<file path="config.mk">
export PLATFORM = sky130hd
export DESIGN_NAME = dmem_ctrl
export DESIGN_NICKNAME = d
export VERILOG_FILES = /design/src/rtl/dmem_pkg.sv /design/src/rtl/dmem_lane.sv /design/src/rtl/dmem_ctrl.sv
export SDC_FILE = /design/constraint.sdc
export NUM_CORES = 1
export LEC_CHECK = 0
export CORE_ASPECT_RATIO = 0.9
export CORE_MARGIN = 1.5
export CORE_UTILIZATION = 45
export DETAILED_ROUTE_END_ITERATION = 16
export GPL_TIMING_DRIVEN = 0
export PLACE_DENSITY_LB_ADDON = 0.1
export SETUP_SLACK_MARGIN = 0.02
export SLEW_MARGIN = 20
export SYNTH_ARGS = -nofsm -noshare
export SYNTH_HDL_FRONTEND = slang
export SYNTH_SLANG_ARGS = --single-unit
</file>
<file path="constraint.sdc">
create_clock -name clk -period 3.78 [get_ports clk]
set_input_delay 1.134 -clock clk [delete_from_list [all_inputs] [get_ports clk]]
set_output_delay 1.134 -clock clk [all_outputs]
set_load 0.01 [all_outputs]
</file>
<file path="src/rtl/dmem_pkg.sv">
`default_nettype none
// ============================================================================
// Module      : dmem_pkg
// Description : Shared types and constants for the data-memory controller:
//               FSM state encoding, full-word byte-enable and the default
//               ack timeout.
// Revision    : 1.0 - initial release
// ============================================================================
package dmem_pkg;

    // Two-bit state encoding kept explicit so the values are stable in
    // waveforms and legacy netlists.
    typedef enum logic [1:0] {
        ST_IDLE = 2'd0,
        ST_REQ  = 2'd1,
        ST_DONE = 2'd2
    } dmem_state_e;

    localparam logic [3:0] BE_WORD                = 4'b1111;
    localparam int         DEFAULT_TIMEOUT_CYCLES = 255;

endpackage : dmem_pkg
`default_nettype wire

</file>
<file path="src/rtl/dmem_lane.sv">
`default_nettype none
// ============================================================================
// Module      : dmem_lane
// Description : Byte-lane helper for the data-memory controller. Builds the
//               byte-write enable and replicated write data, and extracts a
//               zero-extended byte from a read word.
// Ports       : i_wr_sel  - address bits [1:0] of the store
//               i_wr_byte - store byte (WriteData[7:0])
//               i_rd_sel  - address bits [1:0] of the load
//               i_rd_word - word returned by memory
//               o_be      - one-hot byte enable for the store lane
//               o_wdata   - store byte replicated on all four lanes
//               o_rd_byte - selected load byte, zero-extended
// Revision    : 1.0 - initial release
// ============================================================================
module dmem_lane (
    input  logic [1:0]  i_wr_sel,
    input  logic [7:0]  i_wr_byte,
    input  logic [1:0]  i_rd_sel,
    input  logic [31:0] i_rd_word,
    output logic [3:0]  o_be,
    output logic [31:0] o_wdata,
    output logic [31:0] o_rd_byte
);

    assign o_be    = 4'b0001 << i_wr_sel;
    // Replicating the byte lets memory pick it up on whichever lane is enabled.
    assign o_wdata = {4{i_wr_byte}};

    always_comb begin
        o_rd_byte = 32'h0;
        case (i_rd_sel)
            2'd0:    o_rd_byte = {24'h0, i_rd_word[7:0]};
            2'd1:    o_rd_byte = {24'h0, i_rd_word[15:8]};
            2'd2:    o_rd_byte = {24'h0, i_rd_word[23:16]};
            default: o_rd_byte = {24'h0, i_rd_word[31:24]};
        endcase
    end

endmodule : dmem_lane
`default_nettype wire

</file>
<file path="src/rtl/dmem_ctrl.sv">
`default_nettype none
// ============================================================================
// Module      : dmem_ctrl
// Description : Data-memory access controller between a single-issue datapath
//               and a req/ack memory. One access at a time: IDLE -> REQ ->
//               DONE -> IDLE. The datapath is stalled while the access is
//               open and retires the instruction in DONE. A wait counter
//               aborts an access that is never acknowledged.
// Parameters  : TIMEOUT_CYCLES - max REQ cycles waiting for mem_ack
// Macros      : DMEM_ALIGN_CHECK_EN - when defined, a misaligned word access
//               is refused without touching memory and raises MemFault.
// Ports       : clk, reset (sync, active-high)
//               MemRead, MemWrite, MemByte, ALUResult, WriteData - datapath
//               ReadData, Stall, MemFault                         - datapath
//               mem_req, mem_we, mem_addr, mem_wdata, mem_be      - to memory
//               mem_ack, mem_rdata                                - from memory
// Revision    : 1.0 - initial release
// ============================================================================
module dmem_ctrl
    import dmem_pkg::*;
#(
    parameter int TIMEOUT_CYCLES = DEFAULT_TIMEOUT_CYCLES
) (
    input  logic        clk,
    input  logic        reset,
    input  logic        MemRead,
    input  logic        MemWrite,
    input  logic        MemByte,
    input  logic [31:0] ALUResult,
    input  logic [31:0] WriteData,
    output logic [31:0] ReadData,
    output logic        Stall,
    output logic        MemFault,
    output logic        mem_req,
    output logic        mem_we,
    output logic [31:0] mem_addr,
    output logic [31:0] mem_wdata,
    output logic [3:0]  mem_be,
    input  logic        mem_ack,
    input  logic [31:0] mem_rdata
);

    // Counter only needs to hold 0 .. TIMEOUT_CYCLES-1.
    localparam int                 c_cnt_w    = (TIMEOUT_CYCLES < 2) ? 1 : $clog2(TIMEOUT_CYCLES);
    localparam logic [c_cnt_w-1:0] c_cnt_last = c_cnt_w'(TIMEOUT_CYCLES - 1);

    dmem_state_e        state_q, state_d;
    logic [c_cnt_w-1:0] cnt_q,   cnt_d;
    logic [31:0]        addr_q,  addr_d;
    logic [31:0]        wdata_q, wdata_d;
    logic [3:0]         be_q,    be_d;
    logic               we_q,    we_d;
    logic               byte_q,  byte_d;
    logic [1:0]         lane_q,  lane_d;
    logic [31:0]        rdata_q, rdata_d;
    logic               fault_q, fault_d;

    logic               w_access;
    logic               w_misaligned;
    logic [3:0]         w_be_byte;
    logic [31:0]        w_wdata_rep;
    logic [31:0]        w_rd_byte;

    assign w_access = MemRead | MemWrite;

`ifdef DMEM_ALIGN_CHECK_EN
    assign w_misaligned = ~MemByte & (ALUResult[1:0] != 2'b00);
`else
    assign w_misaligned = 1'b0;
`endif

    dmem_lane u_lane (
        .i_wr_sel  (ALUResult[1:0]),
        .i_wr_byte (WriteData[7:0]),
        .i_rd_sel  (lane_q),
        .i_rd_word (mem_rdata),
        .o_be      (w_be_byte),
        .o_wdata   (w_wdata_rep),
        .o_rd_byte (w_rd_byte)
    );

    always_comb begin
        state_d = state_q;
        cnt_d   = cnt_q;
        addr_d  = addr_q;
        wdata_d = wdata_q;
        be_d    = be_q;
        we_d    = we_q;
        byte_d  = byte_q;
        lane_d  = lane_q;
        rdata_d = rdata_q;
        fault_d = 1'b0;

        case (state_q)
            ST_IDLE: begin
                if (w_access) begin
                    if (w_misaligned) begin
                        // Refused access: skip memory entirely, fault in DONE.
                        state_d = ST_DONE;
                        fault_d = 1'b1;
                        if (!MemWrite) begin
                            rdata_d = 32'h0;
                        end
                    end else begin
                        state_d = ST_REQ;
                        cnt_d   = '0;
                        addr_d  = {ALUResult[31:2], 2'b00};
                        wdata_d = MemByte ? w_wdata_rep : WriteData;
                        be_d    = MemByte ? w_be_byte : BE_WORD;
                        we_d    = MemWrite;     // write wins when both are set
                        byte_d  = MemByte;
                        lane_d  = ALUResult[1:0];
                    end
                end
            end
            ST_REQ: begin
                // An ack in the last allowed cycle still completes normally.
                if (mem_ack) begin
                    state_d = ST_DONE;
                    cnt_d   = '0;
                    if (!we_q) begin
                        rdata_d = byte_q ? w_rd_byte : mem_rdata;
                    end
                end else if (cnt_q == c_cnt_last) begin
                    state_d = ST_DONE;
                    cnt_d   = '0;
                    fault_d = 1'b1;
                    if (!we_q) begin
                        rdata_d = 32'h0;
                    end
                end else begin
                    cnt_d = cnt_q + c_cnt_w'(1);
                end
            end
            ST_DONE: begin
                // Instruction retires here; its request lines are still up,
                // so they must not re-trigger an access.
                state_d = ST_IDLE;
            end
            default: begin
                state_d = ST_IDLE;
            end
        endcase
    end

    always_ff @(posedge clk) begin
        if (reset) begin
            state_q <= ST_IDLE;
            cnt_q   <= '0;
            addr_q  <= 32'h0;
            wdata_q <= 32'h0;
            be_q    <= 4'h0;
            we_q    <= 1'b0;
            byte_q  <= 1'b0;
            lane_q  <= 2'b00;
            rdata_q <= 32'h0;
            fault_q <= 1'b0;
        end else begin
            state_q <= state_d;
            cnt_q   <= cnt_d;
            addr_q  <= addr_d;
            wdata_q <= wdata_d;
            be_q    <= be_d;
            we_q    <= we_d;
            byte_q  <= byte_d;
            lane_q  <= lane_d;
            rdata_q <= rdata_d;
            fault_q <= fault_d;
        end
    end

    // mem_req is a pure state decode, so a reset mid-access drops it at once
    // and any late ack arrives while IDLE and is ignored.
    assign mem_req   = (state_q == ST_REQ);
    assign Stall     = ((state_q == ST_IDLE) & w_access & ~w_misaligned) | (state_q == ST_REQ);
    assign mem_we    = we_q;
    assign mem_addr  = addr_q;
    assign mem_wdata = wdata_q;
    assign mem_be    = be_q;
    assign ReadData  = rdata_q;
    assign MemFault  = fault_q;

endmodule : dmem_ctrl
`default_nettype wire

</file>
==> out/results.ini, run 1 <==
[synthesis]
synth_edf_count = 0
syn_area_per_cell_sq_um = 9.20
synth_ff_type = dfxtp_1
ys_async_sr_fraction_pct = 0
synth-seq-cells = 113
synth_seq_area_share_pct = 50.6
ys.warnings.count = 0
netlist_instances = 486
synth.distinct_cells = 44
mappedNetlistArea_sq_um = 4470

[route]
via_per_inst = 5.28
drt-wirelength-per-cell_microns = 16.7
antenna_left = 0
drc = 0
wl_mm = 14.2
dr_total_vias = 4491
drt-initial-drc-count = 175
drt_pass1_iterations = 4

[clocking]
clock_sinks = 113
cts_hold_buf = 0
cts_root_buf = clkbuf_8
clk_latency_ns = 0.51
cts_buffers = 17
path_clk_slew_ns = 0.05
h-tree-depth = 4
cts_buffer_depth = 2
cts_tree = built

[final_layout]
fill_cells = 714
stdcell_area_sq_um = 7260
layout_commonest_cell = clkdlybuf4s50_1
fin_util_pct = 75.2
area_growth_pct = 62.5
num_antenna_cells = 0
nets = 815
drive_above_1_share_pct = 8.43
final_cell_mix = clkdlybuf4s50_1 (201), dfxtp_1 (113), nand2_1 (88)

[sta]
finalCritPeriodShare_pct = 98.4
setup_viol = 0
tightest_slew_ns = 0.770
rsz0062_at_grt = false
fmax_ghz = 0.269
finalHoldViolations = 0
clock_skew_ns = 0.0120
min_period_ns = 3.72
maxSlewViolCount = 0
max-slew-margin-rel_pct = 48.6

[global_route]
overflow = 0
busiest_layer = met2
grt_max_degree = 17
met3_usage_pct = 8.72
grt_usage_pct = 27.6
grtUsageMet1_pct = 33.5
grt_pass1_vias = 4465
antenna_found_initial = 0
grt_pass1_wl_mm = 22.5
gr-usage-met2_pct = 44.4

[placed_design]
gp_congestion = 0.847
io_buffers = 201
placed_cell_area_sq_um = 6640
dp_hpwl_mm = 10.4

[setup_path]
arrival_ns = 2.59
cp_common_cell = clkdlybuf4s50_1
crit_fanout = 6
crit_chain = clkdlybuf4s50_1 -> nor3_4 -> nor2_1 -> clkdlybuf4s50_1
start_kind = input pin
critPathRequiredTime_ns = 2.65
critPathKind = input pin to output port
worst_path_max_delay_cell = clkdlybuf4s50_1
slowest_delay_ns = 0.54
end_kind = output port

[floorplan]
die_h_microns = 97.5
floorplan.initialDensity_pct = 46.3
io_pins = 206
die_w_microns = 108
die_area_sq_um = 10500
rows = 34
coreArea_sq_um = 9660

[run_status]
status = finished, final reports clean

[power_and_ir_drop]
powerDensity_nw_per_um2 = 486
peakVddDrop_v = 0.000365
p_total_mw = 3.53
power_leakage_nw = 2.81

[flow_run]
maxCapViolCount = 0

[worst_hold_path]
holdCritPathClass = flop to flop

-- registers in the layout, indices dropped and copies added (netlist names) --
name       flops
MemFault       1
ReadData      32
byte_q         1
cnt_q          8
lane_q         2
mem_addr      30
mem_be         4
mem_wdata     32
mem_we         1
state_q        2
-- power by group --
part	switching [mW]	internal, mW
Sequential	0.0508	1.28
Combinational	0.301	0.342
Clock	0.515	1.04
Total	0.867	2.66
-- cells by family after synthesis --
family                     Yosys count  synth area share, %
xor gates and xnor gates             6                 1.18
buffers and inverters               42                 5.01
DFF                                113                 50.6
adders and majority gates            2                0.560
muxes                               30                 6.89
other                                1               0.0839
AOI/OAI and AO/OA                  136                 20.5
and+or+nand+nor                    156                 15.1
-- worst max-delay path: cells and delay by family --
kind / cells / cell delay [ns]
simple gates: 2 / 0.43
buf+inv: 2 / 1.02
-- synth_stat cells, types with 2 or more instances --
master    count  share of area, %
a21oi_1      51               5.7
buf_4         2              0.34
nor3_1        3              0.34
buf_12        2              0.90
ha_1          2              0.56
o22ai_1      12               1.7
o311ai_0      2              0.39
mux2_2        6               1.5
a22o_1       30               5.9
xnor2_1       6               1.2
o21ai_0       5              0.56
or4_1         2              0.34
a311oi_1      3              0.59
inv_1         3              0.25
buf_2        15               1.7
nand2b_1      2              0.28
nand2_1      88               7.4
mux2i_1      24               5.4
dfxtp_1     113                51
clkbuf_1     17               1.4
nor2_1       48               4.0
nor4b_1       2              0.39
a211oi_1     24               4.0
nor3b_1       2              0.34
a32o_1        2              0.45
a311o_1       2              0.45
-- metrics by stage --
stage          setup WS (ns)  hold WS [ns]  TNS [ns]  cells
2_1_floorplan           1.03         0.454         0    487
3_3_place_gp         -0.0373         0.442   -0.0373    814
3_5_place_dp         -0.0759         0.448   -0.0759    814
4_1_cts               0.0253         0.455         0    846
5_1_grt              0.00153         0.478         0    850
6_report              0.0587         0.452         0    850
-- area by class of cell --
class                           instances  area [sq um]  area share [%]
Inverter                                4          15.0           0.207
Buffer                                 38           209            2.88
Multi-Input combinational cell        332          1990            27.4
Sequential cell                       113          2260            31.1
Tap cell                              126           158            2.17
Timing Repair Buffer                  205          2040            28.1
Clock buffer                           28           515            7.10
Clock inverter                          4          70.1           0.965
-- routing by layer --
| layer | vias up | part of all wire, % |
|---|---|---|
| met5 | - | 0 |
| met4 | 0 | 2.4 |
| met3 | 27 | 8.3 |
| met2 | 177 | 48 |
| met1 | 2119 | 41 |
| li1 | 2168 | - |
-- timing repair --
| action | CTS | global route |
|---|---|---|
| resized for setup | 1 | 0 |
| endpoints found under the setup margin | 1 | 1 |
| buffers inserted | 0 | 4 |
| pin swaps | 0 | 1 |
-- final timing paths --
| check | start | endpoint | slack (ns) | depth (start not counted) |
|---|---|---|---|---|
| max reg2reg | cnt_q[0]$_SDFFE_PP0P_ | ReadData[18]$_SDFFE_PP0P_ | 1.83 | 7 |
| min reg2reg | mem_addr[6]$_SDFFE_PP0P_ | mem_addr[6]$_SDFFE_PP0P_ | 0.45 | 2 |
| max | MemRead | Stall | 0.06 | 4 |
| min | mem_addr[6]$_SDFFE_PP0P_ | mem_addr[6]$_SDFFE_PP0P_ | 0.45 | 2 |
(Power assumes the default switching activity.)
==> run 2: changes to the inputs <==
--- a/config.mk
+++ b/config.mk
@@ -9,3 +9,3 @@
 export CORE_MARGIN = 1.5
-export CORE_UTILIZATION = 45
+export CORE_UTILIZATION = 48
 export DETAILED_ROUTE_END_ITERATION = 16
@@ -17,2 +17,3 @@
 export SYNTH_HDL_FRONTEND = slang
+export SYNTH_HIERARCHICAL = 1
 export SYNTH_SLANG_ARGS = --single-unit
--- a/constraint.sdc
+++ b/constraint.sdc
@@ -3,2 +3,2 @@
 set_output_delay 1.134 -clock clk [all_outputs]
-set_load 0.01 [all_outputs]
+set_load 0.02 [all_outputs]
==> run 2 against run 1 <==
Compared with the run above: count of clock-buffer cells in the layout decreased by 2; largest cell class is now buffers; sequential cell count unchanged; worst setup slack improved by 0.028 ns; largest power group unchanged; non-clock buffer count increased by 62; global-route usage decreased by 0.24 points; combinational power increased by 45%; sequential share of layout area decreased by 4.0 points; critical endpoint unchanged; sequential power about the same; first-iteration DRC count increased by 55%; critical path depth unchanged; area after synthesis increased by 23%; final cell count increased by 21%.
==> out/results.ini, run 2 <==
[route]
drt-wirelength-per-cell_microns = 15.9  ; -4.9%
wl_mm = 16.4  ; +15%
drt-met1-wl_mm = 6.92  ; +18%
antenna_left = 0  ; unchanged
wl_met2_mm = 8.19  ; +20%
wl_met3_mm = 1.01  ; -14%
drt_pass1_iterations = 5  ; +1
via_per_inst = 5.06  ; -4.2%
top_layer = met4
drt-initial-drc-count = 271  ; +55%
drc = 0  ; unchanged
dr_total_vias = 5206  ; +16%

[power_and_ir_drop]
netSwitchingPower_mw = 1.05  ; +21%
intPower_mw = 2.67  ; +0.34%
power_leakage_nw = 3.31  ; +18%
p_clk_share_pct = 38.5  ; -5.6 points
peakVddDrop_v = 0.000369  ; +1.2%
p_comb_share_pct = 25.1  ; +6.9 points
p_total_mw = 3.72  ; +5.3%
switching_share_pct = 28.1  ; +3.6 points
powerDensity_nw_per_um2 = 446  ; -8.2%
p_seq_share_pct = 36.4  ; -1.3 points

[floorplan]
die_h_microns = 104  ; +7.1%
io_pins = 206  ; unchanged
floorplan.initialDensity_pct = 50.0  ; +3.7 points
die_w_microns = 116  ; +7.1%
rows = 36  ; +5.9%
coreArea_sq_um = 11000  ; +14%
die_area_sq_um = 12100  ; +15%

[flow_run]
maxCapViolCount = 0  ; unchanged

[placed_design]
gp_congestion = 0.812  ; -4.1%
dp_hpwl_mm = 12.1  ; +17%
io_buffers = 201  ; unchanged

[clocking]
cts_root_buf = clkbuf_16
clk_latency_ns = 0.41  ; -0.10 ns
cts_hold_buf = 0  ; unchanged
cts_tree = built
cts_buffer_depth = 2  ; unchanged
cts_buffers = 17  ; unchanged
path_clk_slew_ns = 0.05  ; about the same
clock_sinks = 113  ; unchanged
h-tree-depth = 4  ; unchanged
post-cts-setup-buffer-count = 0  ; unchanged

[final_layout]
area_growth_pct = 51.7
num_antenna_cells = 0  ; unchanged
fin_util_pct = 75.8  ; +0.58 points
drive_above_1_share_pct = 19.2  ; +11 points
layout_commonest_cell = clkdlybuf4s50_1
nets = 968  ; +19%
final_cell_mix = clkdlybuf4s50_1 (201), dfxtp_1 (113), nand2_1 (94)

[setup_path]
end_kind = output port
crit_cells = 4  ; unchanged
worstSetupEndpoint = Stall
slowest_delay_ns = 0.55  ; about the same
r2r_cells = 6  ; -1
critPathRequiredTime_ns = 2.65  ; about the same
worst_path_max_delay_cell = clkdlybuf4s50_1
crit_family = buffers and inverters
crit_fanout = 5  ; -1
r2r_start = cnt_q[0]$_SDFFE_PP0P_
crit_chain = clkdlybuf4s50_1 -> nor3_4 -> nor2_1 -> clkdlybuf4s50_1
cp_common_cell = clkdlybuf4s50_1
crit_buf_inv = 2  ; unchanged
r2r-end = ReadData[17]$_SDFFE_PP0P_
start_kind = input pin
arrival_ns = 2.56  ; -0.03 ns
worstSetupStartpoint = MemWrite
critPathKind = input pin to output port
r2r_setup_slack_ns = 2.09  ; +0.26 ns

[global_route]
grt_pass1_vias = 5050  ; +13%
antenna_found_initial = 0  ; unchanged
grt_usage_pct = 27.3  ; -0.24 points
grt_max_degree = 17  ; unchanged
overflow = 0  ; unchanged
grt_pass1_wl_mm = 25.5  ; +13%

[synthesis]
synth.most_common_cell = dfxtp_1
synthTopCellsByArea = dfxtp_1 (41%), buf_4 (8.6%), mux2_2 (6.6%)
mappedNetlistArea_sq_um = 5490  ; +23%
ys_async_sr_fraction_pct = 0  ; unchanged
synth-seq-cells = 113  ; unchanged
syn_area_per_cell_sq_um = 8.86  ; -3.7%
synth_common_cells = dfxtp_1 (113), nand2_1 (94), a21oi_1 (68), buf_4 (63), nor2_1 (47)
synth.distinct_cells = 38  ; -14%
netlist_instances = 620  ; +28%
synth_area_leader_cell = dfxtp_1
synth_ff_type = dfxtp_1
synth_top_area_share_pct = 41.2  ; -9.4 points
synth_edf_count = 0  ; unchanged
synth_seq_area_share_pct = 41.2  ; -9.4 points
ys.warnings.count = 6  ; +6

[run_status]
status = finished, final reports clean

[sta]
rsz0062_at_grt = false
clock_skew_ns = 0.00539  ; -0.00665 ns
min_period_ns = 3.69  ; -0.0278 ns
fmax_ghz = 0.271  ; +0.75%
maxSlewViolCount = 0  ; unchanged
finalHoldViolations = 0  ; unchanged
max-slew-margin-rel_pct = 62.5  ; +14 points
setup_viol = 0  ; unchanged
finalCritPeriodShare_pct = 97.7  ; -0.73 points
tightest_slew_ns = 0.562  ; -0.208 ns

[worst_hold_path]
holdCritPathClass = flop to flop

-- run 2: cell families after synthesis --
group | after synthesis | synth area share [%]
AO/OA/AOI/OAI | 138 | 14.5
adder cells (fa/ha/maj) | 2 | 0.456
AND/OR/NAND/NOR | 179 | 14.4
other | 2 | 0.137
flip-flops | 113 | 41.2
multiplexers | 72 | 15.7
XOR/XNOR | 6 | 0.957
buffers and inverters | 108 | 12.7
-- run 2: power groups by stage --
stage                     clock (mW)  combinational [mW]  sequential [mW]
after floorplan                    0               0.394             1.49
after global placement             0               0.902             1.37
after detailed placement           0               0.923             1.37
after CTS                       1.45               0.930             1.35
after global routing            1.50               0.998             1.36
final                           1.43               0.932             1.36
-- run 2: metrics by stage --
step | area, sq um | hold WS, ns | setup TNS, ns | setup slack [ns] | instances
after floorplan | 5580 | 0.435 | 0 | 1.03 | 644
after global placement | 7780 | 0.442 | -0.0379 | -0.0379 | 997
after detailed placement | 7780 | 0.447 | -0.0115 | -0.0115 | 997
after CTS | 8330 | 0.454 | 0 | 0.0605 | 1028
after global routing | 8330 | 0.469 | 0 | 0.0416 | 1028
final | 8330 | 0.452 | 0 | 0.0865 | 1028
-- run 2: worst min-delay path by stage --
| stage | from | endpoint | slack (ns) | cells after the start |
|---|---|---|---|---|
| global route | mem_addr[5]$_SDFFE_PP0P_ | mem_addr[5]$_SDFFE_PP0P_ | 0.47 | 2 |
| global placement | mem_addr[6]$_SDFFE_PP0P_ | mem_addr[6]$_SDFFE_PP0P_ | 0.44 | 2 |
| CTS | mem_addr[3]$_SDFFE_PP0P_ | mem_addr[3]$_SDFFE_PP0P_ | 0.45 | 2 |
| floorplan | lane_q[1]$_SDFFE_PP0P_ | lane_q[1]$_SDFFE_PP0P_ | 0.44 | 2 |
| finish | mem_addr[3]$_SDFFE_PP0P_ | mem_addr[3]$_SDFFE_PP0P_ | 0.45 | 2 |
| detailed placement | mem_addr[29]$_SDFFE_PP0P_ | mem_addr[29]$_SDFFE_PP0P_ | 0.45 | 2 |
-- run 2: routing by layer --
layer	vias to the layer above	GRT usage (%)
li1	2537	-
met1	2482	33.3
met2	171	46.7
met3	16	7.58
met4	0	8.01
met5	-	0
-- run 2: tightest hold or removal path, delay by kind of cell, from the launching register on --
kind	cells	cell delay [ns]
and+or+nand+nor	1	0.05
DFF	1	0.30
AOI/OAI and AO/OA	1	0.05
-- run 2: what timing repair did --
action / in CTS / in global routing
cloned: 0 / 0
endpoints found under the setup margin: 1 / 1
gates resized for setup: 1 / 1
-- run 2: final cells by class --
class / count / area (sq um)
Tap cell: 152 / 190
Clock inverter: 5 / 27.5
Timing Repair Buffer: 201 / 2010
Multi-Input combinational cell: 423 / 2630
Clock buffer: 26 / 509
Fill cell: 832 / 2660
Sequential cell: 113 / 2260
Buffer: 104 / 684
Inverter: 4 / 15.0
